### src/rtl/btb_table_pkg.sv
// Shared definitions for the branch target buffer.
// Provides the line count and index width, the 2-bit counter encodings, the
// counter value used on allocation, and saturating counter helpers.
package btb_table_pkg;

  localparam int unsigned BTB_LINE_NUM  = 8;
  localparam int unsigned BTB_LINE_SIZE = 3;

  typedef enum logic [1:0] {
    CntSnt = 2'b00,
    CntWnt = 2'b01,
    CntWt  = 2'b10,
    CntSt  = 2'b11
  } cnt_e;

  localparam cnt_e CntAllocInit = CntWt;

  function automatic logic [1:0] cnt_sat_inc(input logic [1:0] cnt);
    return (cnt == CntSt) ? cnt : cnt + 2'd1;
  endfunction

  function automatic logic [1:0] cnt_sat_dec(input logic [1:0] cnt);
    return (cnt == CntSnt) ? cnt : cnt - 2'd1;
  endfunction

endpackage

### src/rtl/btb_table_if.sv
// Signal bundle between the BTB and its neighbours (IF lookup, EX update, LRU).
// master: the side driving pc/update/lru_line (fetch, execute, LRU unit).
// slave:  the BTB itself.
interface btb_table_if
  import btb_table_pkg::*;
#(
  parameter int unsigned DATA_WIDTH = 32
) ();

  // Fetch-side lookup
  logic                     en;
  logic [DATA_WIDTH-1:0]    pc;
  logic                     hit;
  logic [BTB_LINE_SIZE-1:0] hit_line;
  logic                     pred_taken;
  logic [DATA_WIDTH-1:0]    next_pc;
  // Resolved-branch update
  logic                     upd_en;
  logic [DATA_WIDTH-1:0]    upd_pc;
  logic                     upd_taken;
  logic [DATA_WIDTH-1:0]    upd_target;
  // LRU replacement unit
  logic [BTB_LINE_SIZE-1:0] lru_line;
  logic                     lru_en;
  logic                     lru_hit;
  logic [BTB_LINE_SIZE-1:0] lru_hit_line;

  modport master (
    output en, pc, upd_en, upd_pc, upd_taken, upd_target, lru_line,
    input  hit, hit_line, pred_taken, next_pc, lru_en, lru_hit, lru_hit_line
  );

  modport slave (
    input  en, pc, upd_en, upd_pc, upd_taken, upd_target, lru_line,
    output hit, hit_line, pred_taken, next_pc, lru_en, lru_hit, lru_hit_line
  );

endinterface

### src/rtl/btb_tag_match.sv
// 8-way tag comparator with lowest-index priority encoder.
// Ports:
//   valid_i  per-line valid bits
//   tags_i   per-line stored tags
//   tag_i    tag being searched for
//   match_o  some valid line holds tag_i
//   idx_o    lowest matching line index (0 when no match)
module btb_tag_match
  import btb_table_pkg::*;
#(
  parameter int unsigned TagWidth = 30
) (
  input  logic [BTB_LINE_NUM-1:0]               valid_i,
  input  logic [BTB_LINE_NUM-1:0][TagWidth-1:0] tags_i,
  input  logic [TagWidth-1:0]                   tag_i,
  output logic                                  match_o,
  output logic [BTB_LINE_SIZE-1:0]              idx_o
);

  // Scan from the top so the lowest matching index is the last one written.
  always_comb begin
    match_o = 1'b0;
    idx_o   = '0;
    for (int i = BTB_LINE_NUM - 1; i >= 0; i--) begin
      if (valid_i[i] && (tags_i[i] == tag_i)) begin
        match_o = 1'b1;
        idx_o   = BTB_LINE_SIZE'(i);
      end
    end
  end

endmodule

### src/rtl/btb_table.sv
// Fully associative 8-line branch target buffer.
// Looks up the fetch PC combinationally and predicts the next PC; absorbs
// resolved-branch updates into a matched, free, or LRU-victim line.
// Ports:
//   clk  clock, state updates on rising edge
//   rst  asynchronous active-high reset
//   bus  btb_table_if slave: lookup (en, pc -> hit, hit_line, pred_taken,
//        next_pc), update (upd_*), LRU (lru_line -> lru_en, lru_hit,
//        lru_hit_line)
module btb_table
  import btb_table_pkg::*;
#(
  parameter int unsigned DATA_WIDTH = 32
) (
  input logic        clk,
  input logic        rst,
  btb_table_if.slave bus
);

  localparam int unsigned TagW = DATA_WIDTH - 2;

  logic [BTB_LINE_NUM-1:0]                 valid_q, valid_d;
  logic [BTB_LINE_NUM-1:0][TagW-1:0]       tag_q, tag_d;
  logic [BTB_LINE_NUM-1:0][DATA_WIDTH-1:0] target_q, target_d;
  logic [BTB_LINE_NUM-1:0][1:0]            cnt_q, cnt_d;

  logic                     look_match;
  logic [BTB_LINE_SIZE-1:0] look_idx;
  logic                     upd_match;
  logic [BTB_LINE_SIZE-1:0] upd_idx;
  logic                     free_found;
  logic [BTB_LINE_SIZE-1:0] free_idx;
  logic [BTB_LINE_SIZE-1:0] alloc_idx;
  logic                     lru_en;
  logic                     lru_hit;
  logic [BTB_LINE_SIZE-1:0] lru_hit_line;
  logic                     pred_taken;

  btb_tag_match #(
    .TagWidth(TagW)
  ) u_look_match (
    .valid_i(valid_q),
    .tags_i (tag_q),
    .tag_i  (bus.pc[DATA_WIDTH-1:2]),
    .match_o(look_match),
    .idx_o  (look_idx)
  );

  btb_tag_match #(
    .TagWidth(TagW)
  ) u_upd_match (
    .valid_i(valid_q),
    .tags_i (tag_q),
    .tag_i  (bus.upd_pc[DATA_WIDTH-1:2]),
    .match_o(upd_match),
    .idx_o  (upd_idx)
  );

  // Lowest-index invalid line, used before falling back to the LRU victim.
  always_comb begin
    free_found = 1'b0;
    free_idx   = '0;
    for (int i = BTB_LINE_NUM - 1; i >= 0; i--) begin
      if (!valid_q[i]) begin
        free_found = 1'b1;
        free_idx   = BTB_LINE_SIZE'(i);
      end
    end
  end

  // Lookup path
  assign pred_taken     = look_match & cnt_q[look_idx][1];
  assign bus.hit        = look_match;
  assign bus.hit_line   = look_idx;
  assign bus.pred_taken = pred_taken;
  assign bus.next_pc    = pred_taken ? target_q[look_idx] : bus.pc + DATA_WIDTH'(4);

  // Update path; rst gating keeps the LRU side quiet while reset is held.
  always_comb begin
    valid_d      = valid_q;
    tag_d        = tag_q;
    target_d     = target_q;
    cnt_d        = cnt_q;
    lru_en       = 1'b0;
    lru_hit      = 1'b0;
    lru_hit_line = '0;
    alloc_idx    = free_found ? free_idx : bus.lru_line;
    if (!rst && bus.en && bus.upd_en) begin
      if (upd_match) begin
        lru_en       = 1'b1;
        lru_hit      = 1'b1;
        lru_hit_line = upd_idx;
        if (bus.upd_taken) begin
          cnt_d[upd_idx]    = cnt_sat_inc(cnt_q[upd_idx]);
          target_d[upd_idx] = bus.upd_target;
        end else begin
          cnt_d[upd_idx] = cnt_sat_dec(cnt_q[upd_idx]);
        end
      end else if (bus.upd_taken) begin
        lru_en = 1'b1;
        if (free_found) begin
          lru_hit      = 1'b1;
          lru_hit_line = free_idx;
        end
        valid_d[alloc_idx]  = 1'b1;
        tag_d[alloc_idx]    = bus.upd_pc[DATA_WIDTH-1:2];
        target_d[alloc_idx] = bus.upd_target;
        cnt_d[alloc_idx]    = CntAllocInit;
      end
    end
  end

  assign bus.lru_en       = lru_en;
  assign bus.lru_hit      = lru_hit;
  assign bus.lru_hit_line = lru_hit_line;

  always_ff @(posedge clk or posedge rst) begin
    if (rst) begin
      valid_q  <= '0;
      tag_q    <= '0;
      target_q <= '0;
      for (int i = 0; i < BTB_LINE_NUM; i++) begin
        cnt_q[i] <= CntWnt;
      end
    end else begin
      valid_q  <= valid_d;
      tag_q    <= tag_d;
      target_q <= target_d;
      cnt_q    <= cnt_d;
    end
  end

endmodule

### src/flat_wrapper.sv
// flat-port wrapper written by rule: the top's interface ports become plain ports
module btb_table_flat import btb_table_pkg::*;
#(
  parameter int unsigned DATA_WIDTH = 32
)
  (clk, rst, bus_en, bus_pc, bus_upd_en, bus_upd_pc, bus_upd_taken, bus_upd_target, bus_lru_line, bus_hit, bus_hit_line, bus_pred_taken, bus_next_pc, bus_lru_en, bus_lru_hit, bus_lru_hit_line);
  btb_table_if #(.DATA_WIDTH(DATA_WIDTH)) bus_i ();
  input logic clk;
  input logic rst;
  input wire logic [$bits(bus_i.en)-1:0] bus_en;
  input wire logic [$bits(bus_i.pc)-1:0] bus_pc;
  input wire logic [$bits(bus_i.upd_en)-1:0] bus_upd_en;
  input wire logic [$bits(bus_i.upd_pc)-1:0] bus_upd_pc;
  input wire logic [$bits(bus_i.upd_taken)-1:0] bus_upd_taken;
  input wire logic [$bits(bus_i.upd_target)-1:0] bus_upd_target;
  input wire logic [$bits(bus_i.lru_line)-1:0] bus_lru_line;
  output wire logic [$bits(bus_i.hit)-1:0] bus_hit;
  output wire logic [$bits(bus_i.hit_line)-1:0] bus_hit_line;
  output wire logic [$bits(bus_i.pred_taken)-1:0] bus_pred_taken;
  output wire logic [$bits(bus_i.next_pc)-1:0] bus_next_pc;
  output wire logic [$bits(bus_i.lru_en)-1:0] bus_lru_en;
  output wire logic [$bits(bus_i.lru_hit)-1:0] bus_lru_hit;
  output wire logic [$bits(bus_i.lru_hit_line)-1:0] bus_lru_hit_line;
  assign bus_i.en = bus_en;
  assign bus_i.pc = bus_pc;
  assign bus_i.upd_en = bus_upd_en;
  assign bus_i.upd_pc = bus_upd_pc;
  assign bus_i.upd_taken = bus_upd_taken;
  assign bus_i.upd_target = bus_upd_target;
  assign bus_i.lru_line = bus_lru_line;
  assign bus_hit = bus_i.hit;
  assign bus_hit_line = bus_i.hit_line;
  assign bus_pred_taken = bus_i.pred_taken;
  assign bus_next_pc = bus_i.next_pc;
  assign bus_lru_en = bus_i.lru_en;
  assign bus_lru_hit = bus_i.lru_hit;
  assign bus_lru_hit_line = bus_i.lru_hit_line;
  btb_table #(.DATA_WIDTH(DATA_WIDTH)) u_core (.clk(clk), .rst(rst), .bus(bus_i));
endmodule
### config.mk
export PLATFORM = sky130hd
export DESIGN_NAME = btb_table_flat
export DESIGN_NICKNAME = d
export VERILOG_FILES = /design/src/rtl/btb_table_pkg.sv /design/src/rtl/btb_table_if.sv /design/src/rtl/btb_tag_match.sv /design/src/rtl/btb_table.sv /design/src/flat_wrapper.sv
export SDC_FILE = /design/constraint.sdc
export NUM_CORES = 2
export LEC_CHECK = 0
export ABC_AREA = 1
export CAP_MARGIN = 15
export CORE_MARGIN = 3
export CORE_UTILIZATION = 60
export DETAILED_ROUTE_END_ITERATION = 10
export HOLD_SLACK_MARGIN = 0.12
export PLACE_DENSITY = 0.82
export SLEW_MARGIN = 20
export SYNTH_ARGS = -nofsm -noshare
export SYNTH_HDL_FRONTEND = slang
export SYNTH_HIERARCHICAL = 1
export SYNTH_SLANG_ARGS = --single-unit
### constraint.sdc
create_clock -name clk -period 35.3 [get_ports clk]
set_clock_uncertainty 0.15 [all_clocks]
set_input_delay 7.06 -clock clk [delete_from_list [all_inputs] [get_ports clk]]
set_output_delay 7.06 -clock clk [all_outputs]
set_load 0.01 [all_outputs]
==> flow_metrics.env <==
export IMPL_fin_nets=4360
export IMPL_clk_path_buf_depth=3
export IMPL_grtUsageMet2_pct=63.51
export IMPL_cp_startpoint="bus_pc[22]"
export IMPL_peakVddDrop_v=0.00004956
export IMPL_dr_pass1_iters=7
export IMPL_clk_pin_slew_ps=60
export IMPL_p_leak_uw=0.01627
export IMPL_avgSynthCellArea_um2=7.182
export IMPL_numCtsBuffers=56
export IMPL_crit_type="input port to output pin"
export IMPL_gp_congestion=1.093
export IMPL_fin_tns_setup_ps=0
export IMPL_grt_pass1_wl_mm=177.9
export IMPL_path_cells="clkdlybuf4s50_1, inv_2, or2_2, o2111ai_1, nor4_1, nand4_1, a21oi_4, buf_4, clkinv_2, a21oi_1, o21ai_1, nand2_1, nand2_1, nand2_1, nand2_2, inv_2, nand3_1, o21a_1, clkdlybuf4s50_1"
export IMPL_die_area_mm2=0.05321
export IMPL_worst_slew_pin_slew_ps=1110
export IMPL_met3_usage_pct=15.15
export IMPL_wire_per_inst_um=24.37
export IMPL_synthTopCellsByArea="dfrtp_1, nand2_1, o21ai_0"
export IMPL_hold_slack_ps=312.5
export IMPL_io_buffers=143
export IMPL_wl_mm=121.1
export IMPL_hold_viol_final=0
export IMPL_layout_area_seq_mm2=0.01302
export IMPL_ys_ff_latch=520
export IMPL_fmax_mhz=45.04
export IMPL_synth_top_area_cell="dfrtp_1"
export IMPL_area_growth_pct=12.01
export IMPL_die_w_um=230.7
export IMPL_post_route_min_period_ps=22200
export IMPL_finalCritPeriodShare_pct=62.90
export IMPL_synthDistinctLibCells=53
export IMPL_syn_cell_area_mm2=0.03029
export IMPL_cts_sinks=520
export IMPL_htree_num_levels=2
export IMPL_powerDensity_mw_per_mm2=61.01
export IMPL_r2r_start="u_core/tag_q[57]"
export IMPL_max_cap_violations=0
export IMPL_rsz0062_at_grt="false"
export IMPL_async_flop_share_pct=100.0
export IMPL_crit_required_ps=28090
export IMPL_grt_overflow=0
export IMPL_clock_latency_ps=650
export IMPL_die_y_um=230.7
export IMPL_grt_pass1_vias=28433
export IMPL_drive_above_1_share_pct=7.347
export IMPL_drv_slew=0
export IMPL_drc=0
export IMPL_cts_resized=0
export IMPL_dpl_hpwl_mm=78.62
export IMPL_synth_edf_count=0
export IMPL_hp_start="u_core/cnt_q[6]"
export IMPL_grt_use_total_pct=44.63
export IMPL_critPathMostFrequentCell="nand2_1"
export IMPL_yosysWarnings=6
export IMPL_vias=31324
export IMPL_multi_input_area_mm2=0.01489
export IMPL_syn_inst=4217
export IMPL_placed_area_mm2=0.03190
export IMPL_layout_commonest_cell="nand2_1"
export IMPL_fin_area_mm2=0.03393
export IMPL_ctsHoldBuffers=0
export IMPL_synth_nets=4322
export IMPL_antenna_found_initial=8
export IMPL_setup_viol=0
export IMPL_rr_endpoint="u_core/target_q[40]"
export IMPL_hold_path_class="flip-flop to flip-flop"
export IMPL_cp_start_kind="input port"
export IMPL_relSlewSlack_pct=25.74
export IMPL_layout_common_cells="nand2_1, dfrtp_1, o21ai_0"
export IMPL_status="finished clean"
export IMPL_reg2reg_setup_slack_ps=29680
export IMPL_busiest_layer="met2"
export IMPL_whs_path_depth=2
export IMPL_core_area_mm2=0.04936
export IMPL_ant_nets=0
export IMPL_arrival_ps=14990
export IMPL_nFillCells=4270
export IMPL_drt_iter0_drc=4945
export IMPL_worst_r2r_path_depth=13
export IMPL_critPathMaxFanout=79
export IMPL_cp_end_kind="output pin"
export IMPL_cts_tree="done"
export IMPL_rows=81
export IMPL_gr_usage_met1_pct=59.81
export IMPL_grt_max_degree=173
export IMPL_io_pin_count=146
export IMPL_slowest_stage="clkinv_2"
export IMPL_clockRootBuffer="clkbuf_16"
export IMPL_cp_slowest_stage_delay_ps=890
export IMPL_post_cts_setup_buffer_count=0
export IMPL_initial_utilization_pct=61.37
export IMPL_synth_main_ff_cell="dfrtp_1"
export IMPL_yosysTopAreaCellShare_pct=42.30
export IMPL_yosysSeqAreaShare_pct=43.00
export IMPL_hold_end="u_core/cnt_q[6]"
export IMPL_viasPerCell=6.304
-- critical path, delay by kind of cell --
kind | cells | cell delay, ps
AO/OA/AOI/OAI | 5 | 1090
buffers and inverters | 6 | 4240
AND/OR/NAND/NOR | 8 | 2490
-- flip-flops by register name, indices dropped and copies added (netlist names) --
| register | count |
|---|---|
| u_core/valid_q | 8 |
| u_core/target_q | 256 |
| u_core/cnt_q | 16 |
| u_core/tag_q | 240 |
-- power breakdown --
part / switching, uW / leakage, uW / total (uW) / internal (uW)
Combinational: 320 / 0.00841 / 524 / 204
Sequential: 155 / 0.00689 / 903 / 747
Clock: 260 / 0.000976 / 643 / 383
-- metal layers --
metal	part of all wire, %	up-vias	wire length [um]
li1	-	13726	-
met1	36	14567	43630
met2	41	2473	49390
met3	16	548	19550
met4	7.0	10	8428
met5	0.076	-	92
-- metrics by stage --
step                      worst slack, ps  power (uW)  cells  util (%)
after detailed placement            13710        1399   4860     64.64
after CTS                           13640        2042   4964     68.66
after global routing                13230        2163   4966     68.72
after global placement              13740        1377   4860     64.64
final                               13100        2070   4969     68.74
after floorplan                     13530        1221   4217         -
-- cells by family after synthesis --
logic type                 Yosys count  share of synthesized area, %
and+or+nand+nor                   2149                         29.07
buffers and inverters              568                         8.010
adders and majority gates            1                       0.04130
muxes                               12                        0.3966
DFF                                520                         43.00
AOI/OAI and AO/OA                  819                         15.21
xor gates and xnor gates           148                         4.280
-- synth_stat cells, types with 3 or more instances --
library cell and n:
nand2_1 1434, dfrtp_1 512, o21ai_0 452, nor2_1 342, inv_1 286, nand3_1 200, o21ai_1 122, o22ai_1 98
buf_2 97, xnor2_1 94, clkbuf_1 82, inv_2 66, xor2_1 54, nand4_1 53, a21oi_1 40, nor3_1 29
o21ai_2 28, o221ai_1 27, nand2_2 22, or2_2 17, a22o_1 16, buf_6 16, buf_4 14, mux2i_1 12
dfstp_2 8, nand3b_1 7, nor4_1 7, a211oi_1 6, buf_1 6, nand3_2 6, nor2_4 6, or2_0 6
or2_1 6, a21o_1 5, and3_1 4, nor2_2 4, o2111ai_1 4, o211ai_1 4, o21a_1 4, a21oi_2 3
-- how the worst max path moves through the flow --
stage / end / slack, ps / cells past startpoint
after floorplan: bus_lru_hit_line[0] / 13530 / 7
after global placement: bus_next_pc[27] / 13740 / 18
after detailed placement: bus_next_pc[27] / 13710 / 18
after CTS: bus_next_pc[27] / 13640 / 18
after global routing: bus_next_pc[27] / 13230 / 18
final: bus_next_pc[13] / 13100 / 19
-- area by class of cell --
class	count	share of cell area, %
sequential	520	38.38
tap	664	2.449
inverter	353	3.931
multi-input combinational	3129	43.89
antenna	4	0.02950
timing repair buffer	195	5.466
clock buffer	76	4.588
clock inverter	28	1.265
Note: power is estimated with default switching activity, not from simulation.
